===== config.mk =====
export PLATFORM = sky130hd
export DESIGN_NAME = switch_entry_seq
export DESIGN_NICKNAME = d
export VERILOG_FILES = /design/src/rtl/calc_defs.sv /design/src/rtl/btn_debounce.sv /design/src/rtl/switch_entry_seq.sv
export SDC_FILE = /design/constraint.sdc
export NUM_CORES = 1
export LEC_CHECK = 0
export BUFFER_PORTS_ARGS = -buffer_cell sky130_fd_sc_hd__buf_2
export CAP_MARGIN = 25
export CORE_MARGIN = 5
export CORE_UTILIZATION = 30
export DETAILED_ROUTE_END_ITERATION = 10
export PLACE_DENSITY_LB_ADDON = 0.08
export SLEW_MARGIN = 20
export SYNTH_ARGS = -nofsm -noshare
export SYNTH_HDL_FRONTEND = slang
export SYNTH_HIERARCHICAL = 1
export SYNTH_SLANG_ARGS = --single-unit

===== constraint.sdc =====
create_clock -name CLK -period 3.7 [get_ports CLK]
set_input_delay 0.37 -clock CLK [delete_from_list [all_inputs] [get_ports CLK]]
set_output_delay 0.37 -clock CLK [all_outputs]
set_load 0.01 [all_outputs]

===== src/rtl/calc_defs.sv =====
// Shared definitions for the switch calculator: sequencer states, field widths
// and the opcode bit that marks single-operand operations.
package calc_defs;

   localparam int OPCODE_W  = 3;
   localparam int UNARY_BIT = 2;
   localparam int OPERAND_W = 4;
   localparam int RESULT_W  = 8;

   typedef enum logic [2:0] {
      GET_A    = 3'd0,
      GET_OP   = 3'd1,
      GET_B    = 3'd2,
      ISSUE    = 3'd3,
      WAIT_RES = 3'd4,
      SHOW     = 3'd5
   } seq_state_t;

   function automatic logic is_unary(input logic [OPCODE_W-1:0] opcode);
      return opcode[UNARY_BIT];
   endfunction

endpackage


===== src/rtl/btn_debounce.sv =====
// Push-button conditioner: two-flop synchroniser, stability counter, and a
// registered single-cycle pulse on each accepted press (never on release).
module btn_debounce #(
   parameter logic [19:0] DEBOUNCE_CYCLES = 20'd500000
) (
   input  logic clk_i,
   input  logic rst_i,
   input  logic btn_i,
   output logic press_o
);

   logic        sync1_q;
   logic        sync2_q;
   logic        stable_q;
   logic        stable_d;
   logic        stable_prev_q;
   logic        press_q;
   logic [19:0] cnt_q;
   logic [19:0] cnt_d;

   always_comb begin
      cnt_d    = '0;
      stable_d = stable_q;
      if (sync2_q != stable_q) begin
         if (cnt_q == DEBOUNCE_CYCLES - 20'd1) begin
            stable_d = ~stable_q;
         end else begin
            cnt_d = cnt_q + 20'd1;
         end
      end
   end

   always_ff @(posedge clk_i) begin
      if (rst_i) begin
         sync1_q       <= 1'b0;
         sync2_q       <= 1'b0;
         stable_q      <= 1'b0;
         stable_prev_q <= 1'b0;
         press_q       <= 1'b0;
         cnt_q         <= '0;
      end else begin
         sync1_q       <= btn_i;
         sync2_q       <= sync1_q;
         cnt_q         <= cnt_d;
         stable_q      <= stable_d;
         stable_prev_q <= stable_q;
         // pulse lags the stable-level rise by one cycle
         press_q       <= stable_q & ~stable_prev_q;
      end
   end

   assign press_o = press_q;

endmodule


===== src/rtl/switch_entry_seq.sv =====
// Operand/opcode entry sequencer in front of switch_calc: collects A, opcode and B
// from switches on debounced presses, issues one request, and captures the result.
module switch_entry_seq
   import calc_defs::*;
#(
   parameter logic [19:0] DEBOUNCE_CYCLES = 20'd500000,
   parameter logic [15:0] TIMEOUT_CYCLES  = 16'd1000
) (
   input  logic                 CLK,
   input  logic                 reset,
   input  logic [OPERAND_W-1:0] sw_num,
   input  logic [1:0]           sw_op,
   input  logic                 sw_mode,
   input  logic                 btn_done,
   output logic                 req_valid,
   input  logic                 req_ready,
   output logic [OPERAND_W-1:0] req_a,
   output logic [OPERAND_W-1:0] req_b,
   output logic [OPCODE_W-1:0]  req_opcode,
   input  logic                 res_valid,
   input  logic [RESULT_W-1:0]  res_data,
   output logic [RESULT_W-1:0]  result,
   output logic                 err,
   output logic [2:0]           state
);

   localparam int                 TIMER_W    = $clog2(TIMEOUT_CYCLES) + 1;
   localparam logic [TIMER_W-1:0] TIMER_LAST = TIMER_W'(TIMEOUT_CYCLES - 16'd1);

   logic                 press;
   seq_state_t           state_q;
   logic                 req_valid_q;
   logic [OPERAND_W-1:0] a_q;
   logic [OPERAND_W-1:0] b_q;
   logic [OPCODE_W-1:0]  opcode_q;
   logic [RESULT_W-1:0]  result_q;
   logic                 err_q;
   logic [TIMER_W-1:0]   timer_q;

   btn_debounce #(
      .DEBOUNCE_CYCLES(DEBOUNCE_CYCLES)
   ) u_debounce (
      .clk_i  (CLK),
      .rst_i  (reset),
      .btn_i  (btn_done),
      .press_o(press)
   );

   always_ff @(posedge CLK) begin
      if (reset) begin
         state_q     <= GET_A;
         req_valid_q <= 1'b0;
         a_q         <= '0;
         b_q         <= '0;
         opcode_q    <= '0;
         result_q    <= '0;
         err_q       <= 1'b0;
         timer_q     <= '0;
      end else begin
         case (state_q)
            GET_A, SHOW: begin
               if (press) begin
                  a_q     <= sw_num;
                  err_q   <= 1'b0;
                  state_q <= GET_OP;
               end
            end
            GET_OP: begin
               if (press) begin
                  opcode_q <= {sw_mode, sw_op};
                  if (is_unary({sw_mode, sw_op})) begin
                     b_q         <= '0;
                     req_valid_q <= 1'b1;
                     state_q     <= ISSUE;
                  end else begin
                     state_q <= GET_B;
                  end
               end
            end
            GET_B: begin
               if (press) begin
                  b_q         <= sw_num;
                  req_valid_q <= 1'b1;
                  state_q     <= ISSUE;
               end
            end
            ISSUE: begin
               if (req_ready) begin
                  req_valid_q <= 1'b0;
                  timer_q     <= '0;
                  state_q     <= WAIT_RES;
               end
            end
            WAIT_RES: begin
               // a result arriving in the final timeout cycle still wins
               if (res_valid) begin
                  result_q <= res_data;
                  state_q  <= SHOW;
               end else if (timer_q == TIMER_LAST) begin
                  err_q   <= 1'b1;
                  state_q <= GET_A;
               end else begin
                  timer_q <= timer_q + 1'b1;
               end
            end
            default: begin
               req_valid_q <= 1'b0;
               state_q     <= GET_A;
            end
         endcase
      end
   end

   assign req_valid  = req_valid_q;
   assign req_a      = a_q;
   assign req_b      = b_q;
   assign req_opcode = opcode_q;
   assign result     = result_q;
   assign err        = err_q;
   assign state      = state_q;

endmodule

==> impl_results.md <==
* Outcome: finished clean
* Pleak at between 1 and 1.5 nW
* Fin. max-slew vios at 0
* Final worst slack at 1.57 ns
* Seq/Total Area, Yosys at 0.421
* Worst path bufs/invs at 0
* Filler cell count in the final layout at 961
* Root Driver: clkbuf_8
* Startpoint Class: register
* DRT iter0 DRCs at 39
* CTS Sinks at 60
* DRC at 0
* Critical path's largest stage delay at between 0.7 and 0.8 ns
* CP startpoint: state[0]
* Via count at 2,294
* WP data arrival at about 2.4 ns
* Async set-reset flop share out of synthesis at 0
* Max H-tree Level at 3
* Slew margin rel. at 0.404
* Core outline area at 9240 um^2
* Most frequently used flop master after synthesis: dfxtp_1
* Ant. Diodes at 0
* Remaining global-route overflow at 0
* Drt via density at 4.69
* CP top delay family: simple AND/OR/NAND/NOR gates
* Adder-Cell Fraction of Synth Area at 0.00876
* CP Max Fanout at 20
* Number of I/O port buffers at 43
* Worst path required time at 3.96 ns
* FP Rows at 35
* EDFF count, synth at 0
* Ports at 44
* Final Hold Viols at 0
* Clock Tree Buf Depth at 2
* Yosys top cell area share at 0.421
* Crit Path Class: reg -> reg
* Fin nets at about 380
* Routed len/inst at 13.0 um
* Setup WS pre-CTS at 1.56 ns
* Most frequent cell after synthesis: dfxtp_1
* Die area at 11,600 um^2
* Hold slack at about 0.26 ns
* Global-route wire length before repair at 10.6 mm
* Synth Register Bits at 60
* Synthesis-to-finish area growth at 16.8%
* Hold Path Origin: btn_done
* Clk_skew at 0.00379 ns
* RSZ-0062 raised after global routing: false
* Fraction of the mapped netlist area in compound gates at 0.112
* Largest net degree at the start of global routing at 35
* Synth cell count leaders: dfxtp_1 (60), nor2_1 (46), mux2i_1 (22)
* Drt pass-1 iters at 4
* Chip Height at 108 um
* Post-layout util at 0.361
* Syn_area_per_cell at 9.12 um^2
* Post-Synth Simple-Gate Area at 0.286
* GRT Total Usage at 0.115
* Peak VDD IR at 0.145 mV
* R2R Path Start: state[0]
* Setup TNS at 0 ns
* Post-DP HPWL at 4.54 mm
* Dominant cell type by area after synthesis: dfxtp_1
* Post-synthesis mux area share at 0.0771
* Yosys Warn Count at 6
* Gate Count Post-Synth at 313
* Largest family of logic cells by synthesized area: simple AND/OR/NAND/NOR gates
* RePlAce Congestion at roughly 0.75
* Critical path capture point type: register
* DRT Wirelength at 6.34 mm
* Crit path cell chain: and4b_1, o2111ai_2, or4_1, a21oi_1
* Initial antenna violation count at 0
* Final period util at 0.577
* Worst-Skew Late Latency at 0.33 ns
* Layout cells sized above 1 at 0.197
* Synth unique cells at 50
* Number of global-route vias before repair at 2,186
* Net count after synthesis at 335
* Post-CTS Hold Fix Bufs at 0
* CTS tree: done
* # resized after CTS at 0
* Measured slew at the worst slew-check pin at 0.887 ns
* Final setup vio count at 0
* Cell Area, Synth at 2860 um^2
* Slowest-stage cell, CP: dfxtp_1
* Reg area at approximately 1200 um^2
* Hold crit path type: in -> reg
* Cell Pwr Density at 355 nW/um^2
* Number of max-cap violations at 0
* Initial core utilization at 0.309
* Post-route ant nets at 0
* Post-CTS Repair Setup Buffers at 0
* Min cycle time layout at 2.13 ns
* Synth top area cells: dfxtp_1 (42%), mux2i_1 (7.7%), nor2_1 (6.0%)
* Xor/xnor share of the synthesized area at 0.0613
* TritonCTS buffer count at 9
* Area of the multi-input gates at 1560 um^2
* Clock transition at the registers of the reported paths at 0.07 ns
* Die W at 108 um
* F_max at 469 MHz
through the flow:
| stage | instances | total power, mW | cell area, um^2 |
|---|---|---|---|
| 3_5_place_dp | 473 | 0.691 | 3170 |
| 3_3_place_gp | 473 | 0.691 | 3170 |
| 2_1_floorplan | 313 | 0.675 | 2860 |
| 5_1_grt | 489 | 1.24 | 3340 |
| 4_1_cts | 489 | 1.21 | 3340 |
| 6_report | 489 | 1.18 | 3340 |
cell usage in the layout (no fill, tap or decap), drive strengths merged, types with 3 or more instances in the layout:
cell type | Yosys | final
a211oi | 3 | 3
mux2i | 22 | 22
nor4 | 8 | 8
nor2 | 47 | 47
dfxtp | 60 | 60
nor2b | 7 | 7
nand2b | 13 | 13
or3 | 5 | 5
or4 | 4 | 4
xor2 | 4 | 4
clkbuf | 8 | 11
a21oi | 11 | 11
nand2 | 17 | 17
buf | 5 | 44
inv | 7 | 7
or4b | 3 | 3
nor3 | 12 | 12
clkinv | 0 | 4
o21ai | 13 | 13
nand3 | 8 | 8
xnor2 | 16 | 16
nand4 | 11 | 11
routing by layer:
| metal | vias to the layer above | global-route usage | wire length, um |
|---|---|---|---|
| met1 | 1061 | 0.145 | 3010 |
| li1 | 1200 | - | - |
| met3 | 7 | 0.0450 | 242 |
| met5 | - | 0 | 0 |
| met4 | 0 | 0.0370 | 73 |
| met2 | 26 | 0.182 | 3020 |
report_power, final:
part           switching [mW]  internal, mW
Clock                   0.253         0.256
Sequential           0.000927         0.647
Combinational          0.0165        0.0113
cell families after synthesis:
group           after synthesis
compound gates               43
xor+xnor                     20
fa+ha+maj                     2
buf+inv                      20
flops                        60
mux                          22
simple gates                146
flip-flops by register name, indices dropped and copies added (netlist names):
signal	count
req_valid	1
u_debounce/stable_q	1
u_debounce/sync1_q	1
result	8
err	1
state	3
req_opcode	3
req_a	4
u_debounce/stable_prev_q	1
timer_q	11
req_b	4
u_debounce/cnt_q	20
u_debounce/sync2_q	1
u_debounce/press_o	1
area by class of cell:
| cell class | count | area share |
|---|---|---|
| Clock buffer | 11 | 0.0424 |
| Clock inverter | 5 | 0.00825 |
| Inverter | 7 | 0.00788 |
| Multi-Input combinational cell | 233 | 0.466 |
| Sequential cell | 60 | 0.360 |
| Tap cell | 129 | 0.0484 |
| Timing Repair Buffer | 44 | 0.0668 |
final timing paths:
check,endpoint,slack (ns),cells past startpoint
worst max-delay path,timer_q[7],1.57,4
worst min-delay path,u_debounce/sync1_q,0.26,2
worst max register to register,timer_q[7],1.57,4
worst min register to register,u_debounce/press_o,0.39,1
Power figures use the tool's default switching activity.
